[config.mk]
export PLATFORM = sky130hd
export DESIGN_NAME = video_sync_crtc_adj
export DESIGN_NICKNAME = d
export VERILOG_FILES = /design/src/rtl/video_sync_pkg.sv /design/src/rtl/sync_delay_line.sv /design/src/rtl/video_sync_crtc_adj.sv
export SDC_FILE = /design/constraint.sdc
export NUM_CORES = 1
export LEC_CHECK = 0
export BUFFER_PORTS_ARGS = -buffer_cell sky130_fd_sc_hd__buf_2
export CORE_MARGIN = 10
export CORE_UTILIZATION = 29
export DETAILED_ROUTE_END_ITERATION = 8
export PLACE_DENSITY = 0.48
export SYNTH_ARGS = -nofsm -noshare
export SYNTH_HDL_FRONTEND = slang
export SYNTH_SLANG_ARGS = --single-unit
export TNS_END_PERCENT = 30
[constraint.sdc]
create_clock -name clk32 -period 5.7 [get_ports clk32]
set_clock_uncertainty 0.15 [all_clocks]
set_input_delay 0.57 -clock clk32 [delete_from_list [all_inputs] [get_ports clk32]]
set_output_delay 0.57 -clock clk32 [all_outputs]
set_load 0.01 [all_outputs]
[src/rtl/video_sync_pkg.sv]
// Shared constants and types for the CRTC sync/blank conditioner.
// Channel indices fix the bit order of every 4-wide channel vector in the block.
package video_sync_pkg;
    localparam int DELAY_W_DEF = 4;
    localparam int NUM_CH      = 4;
    localparam int CH_HS       = 0;
    localparam int CH_VS       = 1;
    localparam int CH_HB       = 2;
    localparam int CH_VB       = 3;

    typedef logic [DELAY_W_DEF-1:0] dly_t;
endpackage

[src/rtl/sync_delay_line.sv]
// One channel of programmable pixel delay: a shift register advanced on ce_pix,
// with a tap mux where tap 0 is the live input (zero delay, combinational).
module sync_delay_line #(
    parameter int DELAY_W = 4
) (
    input  logic               clk32,
    input  logic               reset_n,
    input  logic               ce_pix,
    input  logic               din,
    input  logic [DELAY_W-1:0] sel,
    output logic               dout
);
    localparam int MAXD = 2**DELAY_W - 1;

    logic [MAXD:1] sr_q, sr_d;
    logic [MAXD:0] tap;

    assign tap  = {sr_q, din};
    assign dout = tap[sel];

    always_comb begin
        sr_d = sr_q;
        if (ce_pix) sr_d = tap[MAXD-1:0];
    end

    always_ff @(posedge clk32 or negedge reset_n) begin
        if (!reset_n) sr_q <= '0;
        else          sr_q <= sr_d;
    end
endmodule

[src/rtl/video_sync_crtc_adj.sv]
// Sync/blank conditioner: per-channel delay and polarity, optional vsync re-timing to
// the delayed hsync edge, and input line-length measurement.
module video_sync_crtc_adj
    import video_sync_pkg::*;
#(
    parameter int DELAY_W = DELAY_W_DEF,
    parameter int LEN_W   = 12
) (
    input  logic               clk32,
    input  logic               reset_n,
    input  logic               ce_pix,
    input  logic               hsync,
    input  logic               vsync,
    input  logic               hblank,
    input  logic               vblank,
    input  logic [DELAY_W-1:0] dly_hs,
    input  logic [DELAY_W-1:0] dly_vs,
    input  logic [DELAY_W-1:0] dly_hb,
    input  logic [DELAY_W-1:0] dly_vb,
    input  logic [3:0]         invert,
    input  logic               vs_align,
    output logic               hsync_out,
    output logic               vsync_out,
    output logic               hblank_out,
    output logic               vblank_out,
    output logic [LEN_W-1:0]   line_len,
    output logic               line_valid
);
    localparam logic [LEN_W-1:0] LEN_MAX = '1;

    logic [NUM_CH-1:0]              raw, chv;
    logic [NUM_CH-1:0][DELAY_W-1:0] dly_req, sh_q, sh_d;
    logic load_pend_q, load_pend_d;
    logic hs_prev_q, hs_prev_d, vb_prev_q, vb_prev_d, hsd_prev_q, hsd_prev_d;
    logic vs_hold_q, vs_hold_d;
    logic [LEN_W-1:0] cnt_q, cnt_d, line_len_q, line_len_d;
    logic line_valid_q, line_valid_d, seen_q, seen_d;
    logic hs_rise, vb_rise, hsd_rise;

    assign raw     = {vblank, hblank, vsync, hsync};
    assign dly_req = {dly_vb, dly_hb, dly_vs, dly_hs};

    for (genvar c = 0; c < NUM_CH; c++) begin : g_ch
        sync_delay_line #(.DELAY_W(DELAY_W)) u_dl (
            .clk32   (clk32),
            .reset_n (reset_n),
            .ce_pix  (ce_pix),
            .din     (raw[c]),
            .sel     (sh_q[c]),
            .dout    (chv[c])
        );
    end

    assign hs_rise  = raw[CH_HS] & ~hs_prev_q;
    assign vb_rise  = raw[CH_VB] & ~vb_prev_q;
    assign hsd_rise = chv[CH_HS] & ~hsd_prev_q;

    always_comb begin
        sh_d         = sh_q;
        load_pend_d  = load_pend_q;
        hs_prev_d    = hs_prev_q;
        vb_prev_d    = vb_prev_q;
        hsd_prev_d   = hsd_prev_q;
        vs_hold_d    = vs_hold_q;
        cnt_d        = cnt_q;
        line_len_d   = line_len_q;
        line_valid_d = line_valid_q;
        seen_d       = seen_q;
        if (ce_pix) begin
            load_pend_d = 1'b0;
            hs_prev_d   = raw[CH_HS];
            vb_prev_d   = raw[CH_VB];
            hsd_prev_d  = chv[CH_HS];
            // Delays switch only at frame start so a frame never mixes two settings.
            if (vb_rise || load_pend_q) sh_d = dly_req;
            if (hsd_rise) vs_hold_d = chv[CH_VS];
            if (hs_rise) begin
                line_len_d   = (cnt_q == LEN_MAX) ? LEN_MAX : cnt_q + 1'b1;
                cnt_d        = '0;
                line_valid_d = seen_q;
                seen_d       = 1'b1;
            end else begin
                if (cnt_q != LEN_MAX) cnt_d = cnt_q + 1'b1;
                // A saturated counter means the line was too long to trust.
                if (cnt_d == LEN_MAX) begin
                    line_valid_d = 1'b0;
                    seen_d       = 1'b0;
                end
            end
        end
    end

    always_ff @(posedge clk32 or negedge reset_n) begin
        if (!reset_n) begin
            sh_q         <= '0;
            load_pend_q  <= 1'b1;
            hs_prev_q    <= 1'b0;
            vb_prev_q    <= 1'b0;
            hsd_prev_q   <= 1'b0;
            vs_hold_q    <= 1'b0;
            cnt_q        <= '0;
            line_len_q   <= '0;
            line_valid_q <= 1'b0;
            seen_q       <= 1'b0;
        end else begin
            sh_q         <= sh_d;
            load_pend_q  <= load_pend_d;
            hs_prev_q    <= hs_prev_d;
            vb_prev_q    <= vb_prev_d;
            hsd_prev_q   <= hsd_prev_d;
            vs_hold_q    <= vs_hold_d;
            cnt_q        <= cnt_d;
            line_len_q   <= line_len_d;
            line_valid_q <= line_valid_d;
            seen_q       <= seen_d;
        end
    end

    assign hsync_out  = chv[CH_HS] ^ invert[CH_HS];
    assign vsync_out  = (vs_align ? vs_hold_q : chv[CH_VS]) ^ invert[CH_VS];
    assign hblank_out = chv[CH_HB] ^ invert[CH_HB];
    assign vblank_out = chv[CH_VB] ^ invert[CH_VB];
    assign line_len   = line_len_q;
    assign line_valid = line_valid_q;
endmodule

==> impl_metrics.env, run 1 <==
export IMPL_synthXorXnorAreaFrac_pct=1.43
export IMPL_dpl_worst_slack_ns=2.59
export IMPL_cap_violations=0
export IMPL_ys_seq_area_share_pct=53.6
export IMPL_outcome="completed"
export IMPL_vias_per_cell=4.69
export IMPL_htreeDepth=3
export IMPL_critPathRequiredTime_ns=5.78
export IMPL_r2r_cells=9
export IMPL_drtPass1Iterations=6
export IMPL_rows=47
export IMPL_clock_latency_ns=0.35
export IMPL_io_buffers=44
export IMPL_netlist_cell_type_count=44
export IMPL_pwr_density_cell_nw_per_um2=405
export IMPL_layout_drive_gt1_share_pct=41.1
export IMPL_syn2layout_area_growth_pct=15.5
export IMPL_cts_sinks=105
export IMPL_initial_utilization_pct=29.6
export IMPL_grt_pass1_vias=3202
export IMPL_ir_drop_v=0.000164
export IMPL_ys_warnings_count=0
export IMPL_multiInputGateArea_sq_um=2160
export IMPL_die_h_um=150
export IMPL_drt_iter0_markers=191
export IMPL_antennaDiodeCount=0
export IMPL_ant_nets=0
export IMPL_synth_area_sq_um=4900
export IMPL_die_w_um=150
export IMPL_grt_antenna_before_repair=0
export IMPL_holdWs_ns=0.0635
export IMPL_clkTransAtPathRegs_ns=0.07
export IMPL_synthFlopType="dfrtp_1"
export IMPL_muxShareOfSynthArea_pct=28.3
export IMPL_cts_buffers=9
export IMPL_end_kind="flop"
export IMPL_cts_resized=0
export IMPL_ys_seq_elements=105
export IMPL_coreArea_sq_um=16600
export IMPL_cp_start_kind="flop"
export IMPL_vias=2962
export IMPL_root_buffer="clkbuf_16"
export IMPL_r2r_slack_ns=2.55
export IMPL_grt_pass1_wl_mm=16.7
export IMPL_async_reset_ff_share_pct=100
export IMPL_finalMaxSlewViolations=0
export IMPL_cp_arrival_ns=3.24
export IMPL_fmax_mhz=317
export IMPL_maxSlewHeadroom_pct=37.8
export IMPL_worst_slack_ns=2.55
export IMPL_fillers=1666
export IMPL_die_area_sq_um=22500
export IMPL_syn_nets=396
export IMPL_hold_class="input pin to async pin"
export IMPL_setup_violations_final=0
export IMPL_route_detailed_drc=0
export IMPL_regArea_sq_um=2630
export IMPL_synth_top_family_by_area="multiplexers"
export IMPL_post_route_min_period_ns=3.15
export IMPL_synth_cells=366
export IMPL_wl_per_cell_um=15.5
export IMPL_syn_area_per_cell_sq_um=13.4
export IMPL_synth_compound_area_share_pct=6.51
export IMPL_tightest_slew_ns=0.933
export IMPL_regToRegEndpoint="line_valid$_DFFE_PN0P_"
export IMPL_synth_adder_area_share_pct=0.510
export IMPL_tns_ns=0
export IMPL_synth_edf_count=0
export IMPL_io_pins=45
export IMPL_cts_setup_buffers=0
export IMPL_ctsHoldBuffers=0
export IMPL_layout_nets=436
export IMPL_rsz0062_at_grt="false"
export IMPL_timing_critical_path_fanout_max=10
export IMPL_worstReg2RegStart="cnt_q[0]$_DFFE_PN0P_"
export IMPL_overflow=0
export IMPL_layout_worst_path_cycle_share_pct=55.3
export IMPL_grt_start_max_net_pins=60
export IMPL_path_class="flop to flop"
export IMPL_dp_hpwl_mm=6.86
export IMPL_tritoncts="built"
export IMPL_finalWeightedCongestion=0.850
export IMPL_synth_simple_area_share_pct=7.27
export IMPL_grt_usage_pct=9.38
export IMPL_wl_mm=9.80
export IMPL_leakagePower_uw=0.00238
export IMPL_hold_viol=0
export IMPL_clock_path_buffers=2
export IMPL_post_route_util_pct=34.2
==> synth_stat cells (4+ instances only) <==
cell type | instances | area share, %
mux2_2 | 80 | 18
o22ai_1 | 4 | 0.51
a22o_1 | 4 | 0.71
dfrtp_1 | 104 | 53
xnor2_1 | 5 | 0.89
nor2_1 | 12 | 0.92
nor3_1 | 7 | 0.71
a21oi_1 | 5 | 0.51
mux2i_1 | 8 | 1.6
nand2_1 | 26 | 2.0
mux4_2 | 18 | 8.3
o21ai_0 | 22 | 2.2
inv_1 | 12 | 0.92
nand3_1 | 5 | 0.51
clkbuf_1 | 13 | 0.99
==> worst max-delay path by stage <==
stage | startpoint | endpoint | slack [ns]
2_1_floorplan | cnt_q[0]$_DFFE_PN0P_ | line_valid$_DFFE_PN0P_ | 3.02
3_3_place_gp | cnt_q[0]$_DFFE_PN0P_ | line_valid$_DFFE_PN0P_ | 2.74
3_5_place_dp | cnt_q[1]$_DFFE_PN0P_ | line_valid$_DFFE_PN0P_ | 2.59
4_1_cts | cnt_q[0]$_DFFE_PN0P_ | line_valid$_DFFE_PN0P_ | 2.57
5_1_grt | cnt_q[1]$_DFFE_PN0P_ | seen_q$_DFFE_PN0P_ | 2.31
6_report | cnt_q[0]$_DFFE_PN0P_ | line_valid$_DFFE_PN0P_ | 2.55
==> critical path, stage by stage (launching register included) <==
cell	delay, ns
dfrtp_1	0.42
ha_1	0.38
nand4_4	0.23
nor3_2	0.50
inv_1	0.24
ha_1	0.33
inv_1	0.05
a2111o_1	0.32
a2111oi_4	0.30
a21oi_1	0.11
==> routing by layer <==
metal | up-vias | wire, um | track usage (%)
met5 | - | 0 | 0
met3 | 13 | 398 | 2.72
li1 | 1419 | - | -
met2 | 49 | 4640 | 14.4
met1 | 1481 | 4550 | 12.0
met4 | 0 | 201 | 4.23
==> registers in the layout (all words and copies together), names as in the netlist <==
signal,count
vs_hold_q,1
seen_q,1
g_ch.u_dl.sr_q,60
load_pend_q,1
hsd_prev_q,1
sh_q,16
line_valid,1
cnt_q,12
line_len,12
==> power breakdown <==
part | internal [uW] | switching [uW]
Clock | 371 | 286
Combinational | 338 | 189
Sequential | 950 | 162
Total | 1660 | 637
==> cell usage in the layout (no fill, tap or decap), types with 2 or more instances in the layout <==
master     instances
a21oi_1            5
a22o_1             4
and2_1             2
buf_2             43
buf_4              3
clkbuf_16          9
clkbuf_8           2
dfrtp_1          104
ha_1               2
inv_1             12
inv_6              2
mux2_2            80
mux2i_1            8
mux4_2            18
nand2_1           26
nand2b_1           2
nand3_1            5
nor2_1            12
nor2b_1            3
nor3_1             7
nor4_1             2
o21ai_0           22
o22ai_1            4
o31a_1             3
or3_1              2
xnor2_1            5
xor2_1             3
==> logic make-up (layout without fill, tap and decap cells) <==
kind of cell,Yosys count,in the layout
XOR/XNOR,8,8
multiplexers,106,106
adder cells (fa/ha/maj),2,2
buffers and inverters,29,74
AND/OR/NAND/NOR,69,69
AO/OA/AOI/OAI,47,47
flip-flops,105,105
==> metrics by stage <==
stage	instances	area (sq um)	total power (uW)
after CTS	631	5670	2340
final	631	5670	2300
after detailed placement	615	5350	1670
after global routing	631	5670	2450
after global placement	615	5350	1650
after floorplan	366	4900	1490
==> area by class of cell <==
class | instances | share of cell area (%)
well taps | 220 | 4.86
clock inverters | 5 | 1.17
clock buffers | 11 | 4.46
inverters | 12 | 0.795
repair buffers | 46 | 4.20
flip-flops and latches | 105 | 46.4
multi-input cells | 232 | 38.1
Power figures use the tool's default switching activity.
==> run 2, diff against run 1 <==
ABC_AREA = 1   (was not set)
PLACE_DENSITY = 0.49   (was 0.48)
clock period = 2.5 ns   (was 5.7 ns; I/O delays follow)
==> impl_metrics.env, run 2 <==
export IMPL_outcome="completed"
export IMPL_vias_per_cell=4.55
export IMPL_die_area_sq_um=22400
export IMPL_io_buffers=44
export IMPL_multiInputGateArea_sq_um=1850
export IMPL_ys_seq_elements=105
export IMPL_htreeDepth=3
export IMPL_clkTransAtPathRegs_ns=0.07
export IMPL_io_pins=45
export IMPL_dp_hpwl_mm=8.02
export IMPL_synth_edf_count=0
export IMPL_internal_power_uw=3110
export IMPL_coreArea_sq_um=16500
export IMPL_ir_drop_v=0.000417
export IMPL_root_buffer="clkbuf_16"
export IMPL_layout_commonest_cell="nand2_1"
export IMPL_timing_critical_path_fanout_max=11
export IMPL_critPathRequiredTime_ns=2.10
export IMPL_fillers=1735
export IMPL_clock_path_buffers=2
export IMPL_setup_violations_final=0
export IMPL_layout_common_cells="nand2_1, o21ai_0, dfrtp_1, inv_1"
export IMPL_maxSlewHeadroom_pct=66.8
export IMPL_tightest_slew_ns=0.498
export IMPL_wl_mm=11.3
export IMPL_initial_utilization_pct=29.5
export IMPL_synthFlopType="dfrtp_1"
export IMPL_clkPwrFrac_pct=32.9
export IMPL_cts_buffers=9
export IMPL_drt_iter0_markers=253
export IMPL_finalWeightedCongestion=0.894
export IMPL_grt_pass1_vias=4034
export IMPL_grt_usage_pct=10.5
export IMPL_drtPass1Iterations=4
export IMPL_cap_violations=0
export IMPL_rsz0062_at_grt="false"
export IMPL_pwr_density_cell_nw_per_um2=765
export IMPL_regArea_sq_um=2630
export IMPL_final_cells=884
export IMPL_syn2layout_area_growth_pct=20.7
export IMPL_hold_viol=0
export IMPL_ant_nets=0
export IMPL_die_h_um=150
export IMPL_tns_ns=0
export IMPL_ys_seq_area_share_pct=54.0
export IMPL_yosys_top_cells_area="dfrtp_1, o21ai_0, nand2_1, inv_1, nand3_1"
export IMPL_ys_warnings_count=0
export IMPL_combPwrFrac_pct=19.1
export IMPL_p_switching_uw=1390
export IMPL_layout_drive_gt1_share_pct=12.3
export IMPL_largest_register="g_ch.u_dl.sr_q"
export IMPL_end_kind="output pin"
export IMPL_switching_share_pct=30.8
export IMPL_post_route_min_period_ns=2.29
export IMPL_netlist_cell_type_count=24
export IMPL_syn_nets=630
export IMPL_rows=47
export IMPL_tritoncts="built"
export IMPL_vias=4019
export IMPL_yosysTopAreaCellShare_pct=53.4
export IMPL_grt_start_max_net_pins=51
export IMPL_fmax_mhz=436
export IMPL_synth_most_common_cell="nand2_1"
export IMPL_wl_per_cell_um=12.8
export IMPL_clock_latency_ns=0.35
export IMPL_largest_registers="g_ch.u_dl.sr_q x60, sh_q x16"
export IMPL_finalMaxSlewViolations=0
export IMPL_seqPwrFrac_pct=48.0
export IMPL_post_route_util_pct=35.6
export IMPL_synth_cells=600
export IMPL_largest_register_ffs=60
export IMPL_synth_area_sq_um=4870
export IMPL_layout_nets=689
export IMPL_overflow=0
export IMPL_hold_class="input pin to flop"
export IMPL_path_class="flop to output pin"
export IMPL_cp_start_kind="flop"
export IMPL_synth_common_cells="nand2_1, o21ai_0, dfrtp_1"
export IMPL_grt_pass1_wl_mm=19.3
export IMPL_cts_setup_buffers=0
export IMPL_dpl_cell_count=848
export IMPL_grt_antenna_before_repair=0
export IMPL_leakagePower_uw=0.00275
export IMPL_yosys_area_top_type="dfrtp_1"
export IMPL_layout_worst_path_cycle_share_pct=91.7
export IMPL_cts_sinks=105
export IMPL_route_detailed_drc=0
export IMPL_antennaDiodeCount=0
export IMPL_async_reset_ff_share_pct=100
export IMPL_syn_area_per_cell_sq_um=8.12
export IMPL_die_w_um=150
export IMPL_cp_arrival_ns=1.89
-- run 2: cell count changes in the layout (fill, tap and decap cells not counted), sizes merged, moves of 7 or more --
cell and delta:
mux2 -80, a21oi +21, nor3 -7, o21ai +96, buf +8, dlygate4sd3 +20, mux4 -18, nand3 +39
nand2 +130, nor2 +7, o211ai +7, inv +64, mux2i -8
-- run 2: power by group through the flow --
stage               registers (uW)  logic [uW]  clock network, uW
floorplan                     2130         578                  0
global placement              2180         832                  0
detailed placement            2190         848                  0
CTS                           2160         877               1540
global route                  2200        1000               1610
finish                        2160         860               1480
-- run 2: worst paths after layout --
path,from,end,slack (ns),cells past startpoint
worst max-delay path,sh_q[0]$_DFFE_PN0P_,hsync_out,0.21,8
max in group asynchronous,reset_n,sh_q[4]$_DFFE_PN0P_,1.25,3
worst max register to register,cnt_q[0]$_DFFE_PN0P_,line_valid$_DFFE_PN0P_,0.45,12
worst min-delay path,hsync,g_ch[0].u_dl.sr_q[1]$_DFFE_PN0P_,0.01,3
min in group asynchronous,reset_n,line_len[11]$_DFFE_PN0P_,0.25,2
worst min register to register,seen_q$_DFFE_PN0P_,seen_q$_DFFE_PN0P_,0.32,2
-- run 2: per-stage QoR --
stage | hold WS [ns] | total power, uW | area, sq um | worst slack (ns)
3_5_place_dp | 0.0973 | 3040 | 5360 | 0.458
5_1_grt | 0.0423 | 4810 | 5880 | 0.000828
6_report | 0.0138 | 4500 | 5880 | 0.207
2_1_floorplan | -0.196 | 2710 | 4870 | 0.462
3_3_place_gp | 0.0866 | 3020 | 5360 | 0.527
4_1_cts | 0.00377 | 4580 | 5880 | 0.165
-- run 2: cell type report --
cell class,count,area share (%)
clock buffer,10,4.07
clock inverter,6,1.26
inverter,77,4.92
multi-input combinational,392,31.4
sequential,105,44.8
tap,220,4.68
timing repair buffer,74,8.90
-- run 2: logic make-up after synthesis --
| logic type | Yosys count | synth area share [%] |
|---|---|---|
| AND/OR/NAND/NOR | 226 | 19.6 |
| AO/OA/AOI/OAI | 159 | 16.9 |
| flip-flops | 105 | 54.0 |
| buffers and inverters | 103 | 8.17 |
| XOR/XNOR | 5 | 0.899 |
| adder cells (fa/ha/maj) | 2 | 0.514 |
-- run 2: metal layers --
metal,global-route usage (%),wire length (um),vias up
li1,-,-,2069
met1,13.9,5580,1866
met2,16.1,5080,71
met3,2.54,481,13
met4,4.17,201,0
met5,0,0,-
-- run 2: what timing repair did --
item / CTS / global route
resized for setup: 0 / 1
endpoints found under the hold margin: 52 / 0
endpoints found under the setup margin: 0 / 1
hold buffers: 20 / 0
-- run 2: critical path, cell delays in order, from the launching register on --
cell and delay (ns):
dfrtp_1 0.50, inv_1 0.17, a21oi_1 0.14, o21ai_0 0.10
nand3_1 0.09, nand3_1 0.08, nand2_1 0.18, xor2_1 0.15
buf_2 0.14
